## src/rtl/imultf_gen_pkg.sv

```systemverilog
// Shared definitions for the imultf_gen iterative fractional multiplier:
// FSM state encodings and a small clog2 helper.
package imultf_gen_pkg;

  typedef enum logic [1:0] {
    ST_IDLE = 2'd0,
    ST_RUN  = 2'd1,
    ST_RND  = 2'd2
  } imultf_state_e;

  function automatic int imultf_clog2(input int value);
    int result;
    result = 0;
    while ((1 << result) < value) result++;
    return result;
  endfunction

endpackage

```

## src/rtl/imultf_step.sv

```systemverilog
// One combinational shift-add bit step of the fractional multiplier.
// Several instances are chained to retire more than one multiplier bit per clock.
module imultf_step
  import imultf_gen_pkg::*;
#(
  parameter int WIDTH = 32
) (
  input  logic [2*WIDTH-1:0] acc_in,
  input  logic [WIDTH-1:0]   m,
  input  logic               sgn,
  output logic [2*WIDTH-1:0] acc_out
);

  logic [WIDTH-1:0] hi;
  logic             ext;
  logic [WIDTH:0]   sum;

  assign hi  = acc_in[2*WIDTH-1:WIDTH];
  assign ext = hi[WIDTH-1] & sgn;
  // One extra bit keeps the signed partial sum exact before the shift.
  assign sum = {ext, hi} + {m[WIDTH-1] & sgn, m};

  assign acc_out = acc_in[0] ? {sum, acc_in[WIDTH-1:1]}
                             : {ext, acc_in[2*WIDTH-1:1]};

endmodule

```

## src/rtl/imultf_gen.sv

```systemverilog
// Iterative fractional multiplier retiring STEP multiplier bits per clock.
// Define IMULTF_ROUND_EN to add the rnd port and a round-to-nearest pass on the high half.
module imultf_gen
  import imultf_gen_pkg::*;
#(
  parameter  int WIDTH = 32,
  parameter  int STEP  = 1,
  localparam int CW    = $clog2(WIDTH)
) (
  input  logic               clk,
  input  logic               rst,
  input  logic               go,
  input  logic               sign,
  input  logic [CW-1:0]      bits,
  input  logic [WIDTH-1:0]   a,
  input  logic [WIDTH-1:0]   b,
`ifdef IMULTF_ROUND_EN
  input  logic               rnd,
`endif
  output logic               busy,
  output logic               done,
  output logic [2*WIDTH-1:0] p
);

  localparam logic [CW-1:0] MAX_BITS = CW'(WIDTH - 1);

  if ((STEP != 1) && (STEP != 2)) begin : g_bad_step
    $error("imultf_gen: STEP must be 1 or 2");
  end
  if ((STEP == 2) && ((WIDTH % 2) != 0)) begin : g_bad_width
    $error("imultf_gen: WIDTH must be even when STEP is 2");
  end

  imultf_state_e      state_q, state_d;
  logic [CW-1:0]      count_q, count_d;
  logic [2*WIDTH-1:0] acc_q, acc_d;
  logic [WIDTH-1:0]   m_q, m_d;
  logic               sgn_q, sgn_d;
  logic               done_q, done_d;
`ifdef IMULTF_ROUND_EN
  logic               rnd_q, rnd_d;
`endif

  logic [CW-1:0]      bits_n;
  logic [CW-1:0]      count_init;
  logic [2*WIDTH-1:0] acc_s0, acc_s1;

  imultf_step #(.WIDTH(WIDTH)) u_step0 (
    .acc_in (acc_q),
    .m      (m_q),
    .sgn    (sgn_q),
    .acc_out(acc_s0)
  );

  if (STEP == 2) begin : g_two
    imultf_step #(.WIDTH(WIDTH)) u_step1 (
      .acc_in (acc_s0),
      .m      (m_q),
      .sgn    (sgn_q),
      .acc_out(acc_s1)
    );
  end else begin : g_one
    assign acc_s1 = acc_s0;
  end

  // Out-of-range precision only occurs for non-power-of-two widths.
  assign bits_n     = (bits > MAX_BITS) ? MAX_BITS : bits;
  assign count_init = (STEP == 2) ? (bits_n >> 1) : bits_n;

  always_ff @(posedge clk) begin
    if (rst) begin
      state_q <= ST_IDLE;
      count_q <= '0;
      acc_q   <= '0;
      m_q     <= '0;
      sgn_q   <= 1'b0;
      done_q  <= 1'b0;
`ifdef IMULTF_ROUND_EN
      rnd_q   <= 1'b0;
`endif
    end else begin
      state_q <= state_d;
      count_q <= count_d;
      acc_q   <= acc_d;
      m_q     <= m_d;
      sgn_q   <= sgn_d;
      done_q  <= done_d;
`ifdef IMULTF_ROUND_EN
      rnd_q   <= rnd_d;
`endif
    end
  end

  always_comb begin
    state_d = state_q;
    count_d = count_q;
    acc_d   = acc_q;
    m_d     = m_q;
    sgn_d   = sgn_q;
    done_d  = 1'b0;
`ifdef IMULTF_ROUND_EN
    rnd_d   = rnd_q;
`endif
    unique case (state_q)
      ST_IDLE: begin
        if (go) begin
          sgn_d   = sign;
          m_d     = a;
          acc_d   = {{WIDTH{1'b0}}, b};
          count_d = count_init;
`ifdef IMULTF_ROUND_EN
          rnd_d   = rnd;
`endif
          state_d = ST_RUN;
        end
      end
      ST_RUN: begin
        acc_d = acc_s1;
        if (count_q == '0) begin
`ifdef IMULTF_ROUND_EN
          if (rnd_q) begin
            state_d = ST_RND;
          end else begin
            state_d = ST_IDLE;
            done_d  = 1'b1;
          end
`else
          state_d = ST_IDLE;
          done_d  = 1'b1;
`endif
        end else begin
          count_d = count_q - 1'b1;
        end
      end
`ifdef IMULTF_ROUND_EN
      ST_RND: begin
        acc_d   = {acc_q[2*WIDTH-1:WIDTH] + WIDTH'(acc_q[WIDTH-1]), acc_q[WIDTH-1:0]};
        state_d = ST_IDLE;
        done_d  = 1'b1;
      end
`endif
      default: begin
        state_d = ST_IDLE;
      end
    endcase
  end

  assign busy = (state_q != ST_IDLE);
  assign done = done_q;
  assign p    = acc_q;

endmodule
```

## config.mk

```make
export PLATFORM = sky130hd
export DESIGN_NAME = imultf_gen
export DESIGN_NICKNAME = d
export VERILOG_FILES = /design/src/rtl/imultf_gen_pkg.sv /design/src/rtl/imultf_step.sv /design/src/rtl/imultf_gen.sv
export SDC_FILE = /design/constraint.sdc
export NUM_CORES = 1
export LEC_CHECK = 0
export ABC_AREA = 1
export CAP_MARGIN = 25
export CORE_MARGIN = 2
export CORE_UTILIZATION = 35
export CTS_CLUSTER_DIAMETER = 150
export CTS_CLUSTER_SIZE = 12
export DETAILED_ROUTE_END_ITERATION = 7
export PLACE_DENSITY_LB_ADDON = 0.25
export SYNTH_ARGS = -nofsm -noshare
export SYNTH_HDL_FRONTEND = slang
export SYNTH_SLANG_ARGS = --single-unit
```

## constraint.sdc

```tcl
create_clock -name clk -period 5.8 [get_ports clk]
set_input_delay 1.16 -clock clk [delete_from_list [all_inputs] [get_ports clk]]
set_output_delay 1.16 -clock clk [all_outputs]
set_load 0.03 [all_outputs]
```

* Yosys cells after proc, flatten, opt, wreduce, memory -nomap -nowiden *
Cells that the tools add are included.

storage, ports and cells
  register bits after elaboration = 105
  word-level logic and storage cells = 36

cells by class
  add/sub/neg operators = 2
  $lt $le $gt $ge = 1
  equal/unequal tests = 4
  muxes and demuxes = 11
  bitwise operators = 3
  reductions and logical operators = 9

operator list
  operator                                          number
  two-way mux 64 bit                                2
  one-hot mux 64 bit (2 select lines)               1
  adder 33 bit                                      1
  two-way mux 5 bit                                 3
  one-hot mux 5 bit (2 select lines)                1
  inequality test 2 bit, second input constant      3
  AND reduction 2 bit                               3
  > comparator 5 bit, second input constant         1
  logical NOT 5 bit                                 1
  subtractor 5 x 1 -> 5 bit, second input constant  1
  two-way mux 2 bit                                 2
  one-hot mux 2 bit (2 select lines)                1
  nonzero test 2 bit                                2
  AND reduction 3 bit                               1
  AND 1 bit                                         2
  == test 2 x 1 -> 1 bit, second input constant     1
  logical NOT 2 bit                                 1
  OR reduction 2 bit                                1
  two-way mux 1 bit                                 1
  inverter 1 bit                                    1

* Logic depth before layout (Yosys ltp) *
Gate-level depths: netlist (run 1).

  depth in word-level cells = 4
  gate-level depth with buffers = 15

* Modules after synthesis *
From an unflattened synthesis (run 1), not the netlist that was laid out.

second synthesis, totals
  cell total of the unflattened synthesis = 1188
  area, all modules = 7166.9 um^2

modules (own cells, without submodules)
  module       times used  cells an instance  area an instance (um^2)  seq. area each (um^2)
  imultf_gen   1           552                4047.6                   2082.0
  imultf_step  1           636                3119.2                   0.0

* Worst setup path after synthesis (run 1) *
No wires, ideal clock.

  path kind = reg2reg
  start = register acc_q[32] (netlist: p[32])
  end = register acc_q[63] (netlist: p[63])
  arrival = 1.885 ns
  data required time = 5.668 ns
  path slack = 3.783 ns
  cell stages (with the launch flop) = 15
  path buffers = 0
  clock period less this slack = 2.017 ns
  cells stage by stage = dfxtp_1 > ha_1 > fa_1 > nand2_2 > nand2_1 > nand3_1 > nand2_1 > nand2_1 > nand2_2 > nand2_2 > nand2_1 > nand2_1 > nand3_1 > nand2_1 > a21oi_2

between the ends
  longest elaborated chain between the ends = 3

ends and longest elaborated chain
  item                                 RTL line           RTL
  from (decl)                          imultf_gen.sv:36   logic [2*WIDTH-1:0] acc_q, acc_d;
  from (signal assigned)               imultf_gen.sv:74   acc_q <= '0;
  from (signal assigned)               imultf_gen.sv:84   acc_q <= acc_d;
  adder 33 bit                         imultf_step.sv:21  assign sum = {ext, hi} + {m[WIDTH-1] & sgn, m};
  two-way mux 64 bit                   imultf_step.sv:23  assign acc_out = acc_in[0] ? {sum, acc_in[WIDTH-1:1]}
  one-hot mux 64 bit (2 select lines)  imultf_gen.sv:104  unique case (state_q)

Every way passes these cells.
A chain may end at the register's enable or synchronous reset.

* Worst setup path after layout (run 1) *
  start = register state_q[0]
  end = output busy

between the ends
  longest elaborated chain between the ends = 1

ends and longest elaborated chain
  item                    RTL line           RTL
  from (decl)             imultf_gen.sv:34   imultf_state_e state_q, state_d;
  from (signal assigned)  imultf_gen.sv:82   state_q <= state_d;
  nonzero test 2 bit      imultf_gen.sv:148  assign busy = (state_q != ST_IDLE);
  to (decl)               imultf_gen.sv:20   output logic busy,

Every way passes these cells.

==> qor.log, run 1 <==
INFO  pwr            maximum_vdd_drop=0.000200V
INFO  logic_synthesis adder_and_majority_cell_fraction_of_the_synthesized_area=6.42%
INFO  die            initial_utilization=35.6%
INFO  logic_synthesis synth_net_count=1271
INFO  timing         finalMaxSlewViolations=0
INFO  setup_path     critical_path_class=flop to primary output
INFO  clock_tree     clock_pin_slew_reported_for_the_worst_setup_and_hold_paths_after_clock_tree_synthesis=0.07ns
INFO  logic_synthesis dominantRegCellSynth=sky130_fd_sc_hd__dfxtp_1
INFO  routing        via_per_inst=4.62
INFO  logic_synthesis yosys.cell_count.top_type=sky130_fd_sc_hd__nand2_1
INFO  global_route   antenna_violations_before_repair=0
INFO  pwr            report.power.total=1830uW
INFO  timing         setup_ws=2.75ns
INFO  worst_hold_path holdCritStartpoint=count_q[4]
INFO  global_route   grt_pass1_wl=32100microns
INFO  logic_synthesis synth_top_family_by_area=simple AND/OR/NAND/NOR gates
INFO  timing         timing_worst_slew_pin_value=0.668ns
INFO  die            fp.coreArea=0.0195sqmm
INFO  logic_synthesis syn_area=0.00693sqmm
INFO  setup_path     biggest_fanout_along_the_worst_timing_path=45
INFO  routing        drt.antenna.violating_nets=0
INFO  timing         timing.fmax=0.328GHz
INFO  setup_path     worstSetupStartpoint=state_q[0]
INFO  logic_synthesis biggest_area_contributors_in_the_synthesized_netlist=sky130_fd_sc_hd__dfxtp_1 30%, sky130_fd_sc_hd__nand2_1 22%, sky130_fd_sc_hd__inv_1 9.5%
INFO  logic_synthesis synth_simple_gate_area_share=37.2%
INFO  timing         min_period=3.05ns
INFO  die            die_h=145microns
INFO  cells_and_area area_growth_syn_to_layout=26.8%
INFO  setup_path     rr_worst_depth=14
INFO  job            cap_viol_max_count=0
INFO  timing         hold_slack=0.503ns
INFO  clock_tree     htree_num_levels=3
INFO  clock_tree     tritoncts_clock_tree=done
INFO  logic_synthesis synth-edff-count=0
INFO  setup_path     timing.critical_path.to_type=primary output
INFO  setup_path     rr_startpoint=p[32]
INFO  logic_synthesis synth_mux_area_share=0%
INFO  global_route   use_met2=31.0%
INFO  global_route   vias_in_the_first_global_route=6610
INFO  die            die-width=145microns
INFO  logic_synthesis synth.yosys.seq_area_share=30.0%
INFO  timing         timing.final.setup_violations=0
INFO  pwr            leakage=0.00432uW
INFO  logic_synthesis avgSynthCellArea=5.96squm
INFO  logic_synthesis synthCells=1163
INFO  routing        post_drt_wl_per_cell=12.7microns
INFO  die            die_area=0.0210sqmm
INFO  global_route   globalRouteTotalUtil=19.1%
INFO  worst_hold_path worstHoldPathType=flop to flop
INFO  timing         hold_violations=0
INFO  die            rows=51
INFO  logic_synthesis synth_top_cell_by_area=sky130_fd_sc_hd__dfxtp_1
INFO  logic_synthesis synth.ff_latch_count=104
INFO  global_route   gr-usage-met3=4.74%
INFO  cells_and_area final_nets=1386
INFO  global_route   global_route.usage.met1=25.2%
INFO  global_route   maximum_number_of_pins_on_one_net_before_global_route_repair=65
INFO  logic_synthesis ys_warn_count=0
INFO  routing        remaining_drc_errors=0
INFO  logic_synthesis yosys-top-cells-count=400 x sky130_fd_sc_hd__nand2_1, 175 x sky130_fd_sc_hd__inv_1, 167 x sky130_fd_sc_hd__nor2_1, 104 x sky130_fd_sc_hd__dfxtp_1, 54 x sky130_fd_sc_hd__nand3_1
INFO  timing         summed_negative_setup_slack_over_all_endpoints=0ns
INFO  timing         post-route-period-util=52.6%
INFO  routing        detail_route.wirelength=19700microns
INFO  placement      place_ws=2.73ns
INFO  clock_tree     ctsLongestPathBuffers=2
INFO  die            number_of_top_level_pins=139
INFO  setup_path     cp.arrival=1.89ns
INFO  routing        drt_pass1_iterations=5
INFO  logic_synthesis yosys.area_share.xor_xnor=1.77%
INFO  placement      place.detailed.hpwl=14500microns
INFO  timing         grt_setup_unrepaired=no
INFO  pwr            power_density=208mW/mm^2
INFO  placement      port_buffers=138
INFO  timing         worst_clock_skew=0.00892ns
INFO  placement      place.gp.congestion=0.904
INFO  setup_path     timing.critical_path.required=4.64ns
INFO  worst_hold_path hold-path-endpoint=count_q[4]
INFO  logic_synthesis synth_top_cell_area_share=30.0%
INFO  setup_path     regToRegEndpoint=p[53]
INFO  setup_path     setup.worst_path.start_class=flop
INFO  global_route   grt.overflow.total=0
INFO  routing        route.vias.total=7155
INFO  status         status=finished clean
INFO  logic_synthesis synth_compound_area_share=12.0%
INFO  clock_tree     clock_latency=0.36ns
INFO  clock_tree     post_cts.resized_instances=0
INFO  clock_tree     cts_hold_repair.buffers=0
INFO  logic_synthesis synth-async-reset-ratio=0%
INFO  timing         relSlewSlack=55.5%
INFO  routing        first_iter_violations=327
INFO  cells_and_area drive_gt1_share=4.13%
INFO  global_route   top_usage_layer=met2
INFO  setup_path     r2r_slack=3.59ns
INFO  clock_tree     tritoncts.num_buffers=9
INFO  logic_synthesis synth.distinct_cells=39
INFO  clock_tree     clock_tree.root_cell=sky130_fd_sc_hd__clkbuf_16
INFO  worst_hold_path holdPathStages=2
INFO  clock_tree     postCtsSetupBuffers=0
INFO  clock_tree     cts.sinks=104
INFO  cells_and_area antenna_cells_inserted=0
## critical path, stage by stage, from the launching register on
cell and delay, ns:
sky130_fd_sc_hd__dfxtp_2 0.31, sky130_fd_sc_hd__buf_4 0.43, sky130_fd_sc_hd__clkdlybuf4s50_1 0.77
## cell type report
cell class,count,area [sq um]
clock buffer,10,229
inverter,176,661
fill,2077,10700
tap,265,332
multi-input combinational,841,3990
sequential,104,2080
clock inverter,6,48.8
timing repair buffer,146,1440
## layout by cell type, fill, tap and decap left out, types with 2 or more instances in the layout
master                            count
sky130_fd_sc_hd__a211oi_1             2
sky130_fd_sc_hd__a21oi_1             53
sky130_fd_sc_hd__a21oi_2              5
sky130_fd_sc_hd__a22oi_1             14
sky130_fd_sc_hd__buf_4                8
sky130_fd_sc_hd__clkbuf_16            9
sky130_fd_sc_hd__clkdlybuf4s50_1    138
sky130_fd_sc_hd__clkinvlp_4           2
sky130_fd_sc_hd__dfxtp_1            102
sky130_fd_sc_hd__dfxtp_2              2
sky130_fd_sc_hd__ha_1                34
sky130_fd_sc_hd__inv_1              174
sky130_fd_sc_hd__inv_6                2
sky130_fd_sc_hd__nand2_1            400
sky130_fd_sc_hd__nand2_2             14
sky130_fd_sc_hd__nand3_1             54
sky130_fd_sc_hd__nand4_1              2
sky130_fd_sc_hd__nor2_1             166
sky130_fd_sc_hd__nor2_2               2
sky130_fd_sc_hd__nor2_4               2
sky130_fd_sc_hd__nor3_1               3
sky130_fd_sc_hd__o211ai_1            10
sky130_fd_sc_hd__o21ai_0             48
sky130_fd_sc_hd__o21bai_1             3
sky130_fd_sc_hd__o221ai_1             4
sky130_fd_sc_hd__xnor2_1              7
sky130_fd_sc_hd__xor2_1               7
## report_power, final
group          internal, uW  switching [uW]  leakage [uW]
Clock                   297             293      0.000131
Combinational           175             259       0.00333
Sequential              764            37.8      0.000854
Total                  1240             590       0.00432
## metal layers
layer  up-vias  wire length [microns]  share of wire (%)
met2       151                   8740                 44
met5         -                      0                  0
met3        25                   1190                6.0
met4         0                    380                1.9
met1      3170                   9360                 48
li1       3809                      -                  -
## kinds of logic (layout without fill, tap and decap cells)
logic type,after synthesis,count (layout)
adders and majority gates,35,35
buffers and inverters,218,338
AOI/OAI and AO/OA,143,143
xor gates and xnor gates,14,14
and+or+nand+nor,649,649
DFF,104,104
## state kept, by name (all words and copies together), names as in the netlist
| signal | flops |
|---|---|
| state_q | 1 |
| count_q | 5 |
| p | 64 |
| done | 1 |
| sgn_q | 1 |
| m_q | 32 |
## stage by stage
step	util, %	instances	instance area [sq um]
floorplan	-	1163	6930
global placement	43.7	1532	8510
detailed placement	43.7	1532	8510
CTS	45.2	1548	8790
global route	45.2	1548	8790
finish	45.2	1548	8790
## worst max path at each step
stage / end / slack (ns) / depth (start not counted)
after floorplan: p[63] / 3.78 / 14
after detailed placement: count_q[0] / 2.73 / 6
final: busy / 2.75 / 2
after global placement: count_q[0] / 2.77 / 6
after CTS: busy / 2.72 / 2
after global routing: busy / 2.66 / 2
(Power assumes the default switching activity.)
==> inputs of run 2 (changes only) <==
- clock period: 5.8 -> 3.01 ns (I/O delays scaled with it)
==> run 2 against run 1 <==
Non-clock buffer count is 1 higher. Routed wire length rose by 1.6%. Worst hold slack got worse by 0.0069 ns. Core utilization is 0.21 points higher. Sequential power grew 94%. Final cell count about the same. Count of clock-buffer cells in the layout decreased by 1. Clock skew is 0.0040 ns higher. Sequential cell count did not move. Worst setup slack worse by 2.0 ns. Critical path type is now flop to flop. Critical endpoint is now p[61].
==> qor.log, run 2 (synthesis results as in run 1) <==
INFO  global_route   vias_in_the_first_global_route=6594 [-0.24%]
INFO  setup_path     setup.worst_path.start_class=flop
INFO  setup_path     path_common_cell=sky130_fd_sc_hd__nand2_1
INFO  timing         worst_clock_skew=0.0129ns [+0.00403 ns]
INFO  routing        first_iter_violations=401 [+23%]
INFO  routing        post_drt_wl_per_cell=12.9microns [+1.5%]
INFO  timing         hold_violations=0 [unchanged]
INFO  pwr            power_density=407mW/mm^2 [+96%]
INFO  clock_tree     post_cts.resized_instances=0 [unchanged]
INFO  clock_tree     postCtsSetupBuffers=0 [unchanged]
INFO  timing         timing_worst_slew_pin_value=0.680ns [+0.0127 ns]
INFO  clock_tree     ctsLongestPathBuffers=2 [unchanged]
INFO  placement      post-place-cells=1533 [+0.065%]
INFO  routing        drt.antenna.violating_nets=0 [unchanged]
INFO  timing         min_period=2.21ns
INFO  global_route   antenna_violations_before_repair=0 [unchanged]
INFO  clock_tree     tritoncts.num_buffers=9 [unchanged]
INFO  cells_and_area flip_flop_count_of_the_largest_register_after_layout=64 [unchanged]
INFO  cells_and_area post_layout_nonfiller_instances=1549 [+0.065%]
INFO  global_route   globalRouteTotalUtil=19.5% [+0.35 points]
INFO  setup_path     rr_worst_depth=14 [unchanged]
INFO  clock_tree     clock_tree.root_cell=sky130_fd_sc_hd__clkbuf_16
INFO  setup_path     biggest_fanout_along_the_worst_timing_path=4 [-91%]
INFO  die            die-width=145microns [unchanged]
INFO  global_route   maximum_number_of_pins_on_one_net_before_global_route_repair=65 [unchanged]
INFO  clock_tree     tritoncts_clock_tree=done
INFO  pwr            leakage=0.00434uW [+0.49%]
INFO  clock_tree     htree_num_levels=3 [unchanged]
INFO  clock_tree     clock_pin_slew_reported_for_the_worst_setup_and_hold_paths_after_clock_tree_synthesis=0.08ns [about the same]
INFO  timing         setup_ws=0.800ns [-1.95 ns]
INFO  placement      place.gp.congestion=0.908 [+0.35%]
INFO  timing         post-route-period-util=73.4%
INFO  routing        via_per_inst=4.56 [-1.3%]
INFO  worst_hold_path holdPathStages=2 [unchanged]
INFO  die            rows=51 [unchanged]
INFO  clock_tree     cts.sinks=104 [unchanged]
INFO  die            die_h=145microns [unchanged]
INFO  setup_path     cp_cell_sequence=ha_1, fa_1, nand2_2, nand2_1, nand3_1, nand2_1, nand2_1, nand2_2, nand2_1, nand2_1, nand2_1, nand3_1, nand2_1, a21oi_1
INFO  timing         hold_slack=0.496ns [-0.00686 ns]
INFO  clock_tree     cts_hold_repair.buffers=0 [unchanged]
INFO  cells_and_area drive_gt1_share=4.28% [+0.15 points]
INFO  die            die_area=0.0210sqmm [unchanged]
INFO  die            number_of_top_level_pins=139 [unchanged]
INFO  timing         timing.fmax=0.452GHz
INFO  timing         relSlewSlack=54.7% [-0.85 points]
INFO  cells_and_area mostFrequentLayoutCells=400 x sky130_fd_sc_hd__nand2_1, 174 x sky130_fd_sc_hd__inv_1, 166 x sky130_fd_sc_hd__nor2_1
INFO  clock_tree     clock_latency=0.37ns [about the same]
INFO  cells_and_area antenna_cells_inserted=0 [unchanged]
INFO  setup_path     timing.critical_path.required=3.24ns [-1.40 ns]
INFO  placement      place_ws=0.722ns [-2.01 ns]
INFO  cells_and_area nFillCells=2078 [+0.048%]
INFO  setup_path     critical_path.max_stage_delay=0.44ns [-0.33 ns]
INFO  status         status=finished clean
INFO  timing         finalMaxSlewViolations=0 [unchanged]
INFO  cells_and_area mostFrequentLayoutCell=sky130_fd_sc_hd__nand2_1
INFO  setup_path     timing.critical_path.to_type=flop
INFO  setup_path     cpMaxStageDelayCell=sky130_fd_sc_hd__fa_1
INFO  pwr            maximum_vdd_drop=0.000290V [+45%]
INFO  die            fp.coreArea=0.0195sqmm [unchanged]
INFO  setup_path     cp.arrival=2.44ns [+0.55 ns]
INFO  timing         summed_negative_setup_slack_over_all_endpoints=0ns [unchanged]
INFO  cells_and_area area_growth_syn_to_layout=27.3%
INFO  cells_and_area final_nets=1387 [+0.072%]
INFO  routing        detail_route.wirelength=20000microns [+1.6%]
INFO  worst_hold_path worstHoldPathType=flop to flop
INFO  placement      port_buffers=138 [unchanged]
INFO  job            cap_viol_max_count=0 [unchanged]
INFO  placement      place.detailed.hpwl=14600microns [+0.33%]
INFO  setup_path     critical_path_class=flop to flop
INFO  routing        drt_pass1_iterations=5 [unchanged]
INFO  timing         timing.final.setup_violations=0 [unchanged]
INFO  timing         grt_setup_unrepaired=no
INFO  die            initial_utilization=35.6% [unchanged]
INFO  routing        remaining_drc_errors=0 [unchanged]
INFO  global_route   grt_pass1_wl=32600microns [+1.5%]
INFO  global_route   grt.overflow.total=0 [unchanged]
INFO  routing        route.vias.total=7070 [-1.2%]
==> run 2: cell count changes in the layout (fill, tap and decap cells not counted) <==
cell,delta
sky130_fd_sc_hd__buf_12,+1
sky130_fd_sc_hd__clkbuf_1,-1
sky130_fd_sc_hd__clkinv_2,-1
sky130_fd_sc_hd__clkinv_4,+2
sky130_fd_sc_hd__clkinv_8,+1
sky130_fd_sc_hd__clkinvlp_4,-1
sky130_fd_sc_hd__inv_6,-1
sky130_fd_sc_hd__inv_8,+1
==> run 2: worst paths after layout <==
check,from,endpoint,slack [ns]
worst max register to register,p[32],p[61],0.80
worst min-delay path,count_q[4],count_q[4],0.50
worst max-delay path,p[32],p[61],0.80
worst min register to register,count_q[4],count_q[4],0.50
==> run 2: cell type report <==
type                            count  area (sq um)  area share (%)
Clock buffer                        9           225            2.55
Tap cell                          265           332            3.76
Timing Repair Buffer              147          1460            16.6
Sequential cell                   104          2080            23.6
Multi-Input combinational cell    841          3990            45.2
Inverter                          176           661            7.48
Clock inverter                      7          72.6           0.822
==> run 2: critical path, delay by kind of cell (launching register included) <==
family                   cells  cell delay [ns]
adder cells (fa/ha/maj)      2             0.69
flip-flops                   1             0.35
AND/OR/NAND/NOR             11             0.99
AO/OA/AOI/OAI                1             0.05
==> run 2: routing by layer <==
metal	GRT usage, %	routed length, microns
met5	0	0
met4	4.60	215
met3	4.77	1130
met2	32.1	8860
met1	25.6	9790
==> run 2: per-stage QoR <==
step                      power [uW]  utilization [%]  cell area [sq um]
after detailed placement        2420             43.8               8530
after floorplan                 2100                -               6930
after global routing            3780             45.4               8830
after global placement          2410             43.8               8530
final                           3590             45.4               8830
after CTS                       3640             45.4               8830
==> run 2: power breakdown <==
group          internal (uW)  switching (uW)  leakage, uW  total [uW]
Combinational            341             500      0.00334         842
Clock                    587             618     0.000143        1210
Sequential              1470            75.5     0.000854        1550
==> inputs of run 3 (changes only) <==
- clock period: 3.01 -> 1.8 ns (I/O delays scaled with it)
==> run 3 against run 2 <==
The flow now finishes with violations (negative setup slack). Final cell count is 5.0% higher. Routed wire length grew 7.6%. Global-route usage up 1.1 points. Via count increased by 7.1%. Fmax is 17% higher. Worst setup slack worse by 0.89 ns. Critical endpoint is now p[53].
==> qor.log, run 3 (synthesis results as in run 1) <==
INFO  clock_tree     clock_pin_slew_reported_for_the_worst_setup_and_hold_paths_after_clock_tree_synthesis=0.09ns [about the same]
INFO  clock_tree     tritoncts.num_buffers=9 [unchanged]
INFO  cells_and_area drive_gt1_share=21.3% [+17 points]
INFO  pwr            leakage=0.00526uW [+21%]
INFO  placement      post-place-cells=1605 [+4.7%]
INFO  cells_and_area nFillCells=1953 [-6.0%]
INFO  global_route   antenna_violations_before_repair=0 [unchanged]
INFO  clock_tree     clock_latency=0.38ns [about the same]
INFO  clock_tree     tritoncts_clock_tree=done
INFO  routing        drt_pass1_iterations=5 [unchanged]
INFO  die            die_h=145microns [unchanged]
INFO  setup_path     biggest_fanout_along_the_worst_timing_path=3 [-1]
INFO  timing         finalMaxSlewViolations=0 [unchanged]
INFO  setup_path     critical_path_class=flop to flop
INFO  timing         post-route-period-util=105% [+32 points]
INFO  timing         hold_violations=0 [unchanged]
INFO  global_route   grt_pass1_wl=34500microns [+5.8%]
INFO  clock_tree     ctsLongestPathBuffers=2 [unchanged]
INFO  routing        via_per_inst=4.66 [+2.0%]
INFO  placement      port_buffers=138 [unchanged]
INFO  placement      place.gp.congestion=0.944 [+4.0%]
INFO  timing         relSlewSlack=74.0% [+19 points]
INFO  global_route   maximum_number_of_pins_on_one_net_before_global_route_repair=59 [-9.2%]
INFO  routing        remaining_drc_errors=0 [unchanged]
INFO  routing        drt.antenna.violating_nets=0 [unchanged]
INFO  job            cap_viol_max_count=0 [unchanged]
INFO  cells_and_area post_layout_nonfiller_instances=1626 [+5.0%]
INFO  setup_path     timing.critical_path.required=2.06ns [-1.18 ns]
INFO  setup_path     cp_cell_sequence=buf_4, fa_2, nand2_2, nand2_2, nand3_2, nand2_2, nand2_2, nand2_4, nand2_2, nand2_1, nand2_1, nand3_2, nand2_2, a21oi_2
INFO  status         violations_in_the_final_reports=negative setup slack
INFO  setup_path     path_common_cell=sky130_fd_sc_hd__nand2_2
INFO  pwr            maximum_vdd_drop=0.000439V [+51%]
INFO  cells_and_area mostFrequentLayoutCell=sky130_fd_sc_hd__nand2_1
INFO  routing        post_drt_wl_per_cell=13.2microns [+2.5%]
INFO  setup_path     worstPathBufferInverterCount=1 [+1]
INFO  global_route   grt.overflow.total=0 [unchanged]
INFO  setup_path     setup.worst_path.start_class=flop
INFO  die            die_area=0.0210sqmm [unchanged]
INFO  placement      detailed_place.area=0.00918sqmm [+7.6%]
INFO  clock_tree     cts.sinks=104 [unchanged]
INFO  die            rows=51 [unchanged]
INFO  timing         grt_setup_unrepaired=yes
INFO  die            fp.coreArea=0.0195sqmm [unchanged]
INFO  routing        first_iter_violations=347 [-13%]
INFO  timing         timing_worst_slew_pin_value=0.390ns [-0.290 ns]
INFO  timing         timing.final.setup_violations=10 [+10]
INFO  setup_path     cp.arrival=2.15ns [-0.29 ns]
INFO  cells_and_area mostFrequentLayoutCells=359 x sky130_fd_sc_hd__nand2_1, 168 x sky130_fd_sc_hd__inv_1, 147 x sky130_fd_sc_hd__nor2_1
INFO  clock_tree     clock_tree.root_cell=sky130_fd_sc_hd__clkbuf_16
INFO  clock_tree     cts_hold_repair.buffers=0 [unchanged]
INFO  routing        route.vias.total=7570 [+7.1%]
INFO  cells_and_area flip_flop_count_of_the_largest_register_after_layout=64 [unchanged]
INFO  setup_path     timing.critical_path.to_type=flop
INFO  setup_path     path_delay_family=simple AND/OR/NAND/NOR gates
INFO  cells_and_area area_growth_syn_to_layout=47.4%
INFO  worst_hold_path worstHoldPathType=flop to flop
INFO  die            die-width=145microns [unchanged]
INFO  global_route   globalRouteTotalUtil=20.6% [+1.1 points]
INFO  pwr            power_density=627mW/mm^2 [+54%]
INFO  cells_and_area final_area=0.0102sqmm [+16%]
INFO  clock_tree     htree_num_levels=3 [unchanged]
INFO  status         status=finished, violations left
INFO  placement      place.detailed.hpwl=15400microns [+6.0%]
INFO  setup_path     cpMaxStageDelayCell=sky130_fd_sc_hd__fa_2
INFO  routing        detail_route.wirelength=21500microns [+7.6%]
INFO  cells_and_area antenna_cells_inserted=0 [unchanged]
INFO  die            initial_utilization=35.6% [unchanged]
INFO  timing         worst_clock_skew=0.0178ns [+0.00489 ns]
INFO  timing         timing.fmax=0.528GHz [+17%]
INFO  die            number_of_top_level_pins=139 [unchanged]
INFO  timing         setup_ws=-0.0944ns [-0.894 ns]
INFO  setup_path     critical_path.max_stage_delay=0.37ns [-0.07 ns]
INFO  cells_and_area final_nets=1464 [+5.6%]
INFO  timing         min_period=1.89ns [-0.316 ns]
INFO  global_route   vias_in_the_first_global_route=7199 [+9.2%]
==> run 3: worst register-to-register path: stages (launching register included) <==
cell and delay (ns):
sky130_fd_sc_hd__dfxtp_2 0.35, sky130_fd_sc_hd__buf_4 0.14, sky130_fd_sc_hd__fa_2 0.37, sky130_fd_sc_hd__nand2_2 0.10, sky130_fd_sc_hd__nand2_2 0.08, sky130_fd_sc_hd__nand3_2 0.08
sky130_fd_sc_hd__nand2_2 0.07, sky130_fd_sc_hd__nand2_2 0.08, sky130_fd_sc_hd__nand2_4 0.07, sky130_fd_sc_hd__nand2_2 0.08, sky130_fd_sc_hd__nand2_1 0.05, sky130_fd_sc_hd__nand2_1 0.06
sky130_fd_sc_hd__nand3_2 0.09, sky130_fd_sc_hd__nand2_2 0.10, sky130_fd_sc_hd__a21oi_2 0.04
==> run 3: final timing paths <==
check	start	to	slack (ns)	cells past startpoint
worst max-delay path	m_q[1]	p[53]	-0.09	14
worst min-delay path	count_q[4]	count_q[4]	0.50	2
worst max register to register	m_q[1]	p[53]	-0.09	14
worst min register to register	count_q[4]	count_q[4]	0.50	2
==> run 3: where the power goes <==
part	total (uW)	internal (uW)	leakage (uW)	switching, uW
sequential	2610	2470	0.000868	146
clock	2120	1020	0.000156	1100
combinational	1680	748	0.00424	929
total	6410	4240	0.00526	2170
==> run 3: what timing repair did <==
action / CTS / global route
pin swaps: 17 / 35
hold endpoints to repair: 0 / 0
resized for setup: 87 / 139
setup buffers: 2 / 3
setup endpoints to repair: 73 / 40
==> run 3: final cells by class <==
| class | instances | area (sq um) | area share (%) |
|---|---|---|---|
| tap | 265 | 332 | 3.24 |
| clock inverter | 7 | 96.3 | 0.943 |
| sequential | 104 | 2130 | 20.8 |
| timing repair buffer | 224 | 2090 | 20.4 |
| clock buffer | 9 | 225 | 2.20 |
| multi-input combinational | 841 | 4690 | 45.9 |
| inverter | 176 | 661 | 6.46 |
==> run 3: layer usage <==
layer  wire, microns  up-vias  track usage [%]
li1                -     3959                -
met1           10000     3418             26.3
met2            9930      159             34.1
met3            1090       34             4.67
met4             478        0             6.80
met5               0        -                0
==> run 3: per-stage QoR <==
step           hold slack [ns]  total power (uW)  worst slack (ns)  utilization [%]  TNS [ns]
3_5_place_dp             0.487              4200            -0.222             47.2     -1.49
2_1_floorplan            0.464              3520           -0.0132                -   -0.0220
4_1_cts                  0.499              6330           -0.0625             49.6    -0.203
6_report                 0.497              6410           -0.0944             52.5    -0.458
3_3_place_gp             0.481              4190            -0.192             47.2     -1.23
5_1_grt                  0.536              6760            -0.199             52.5     -2.31
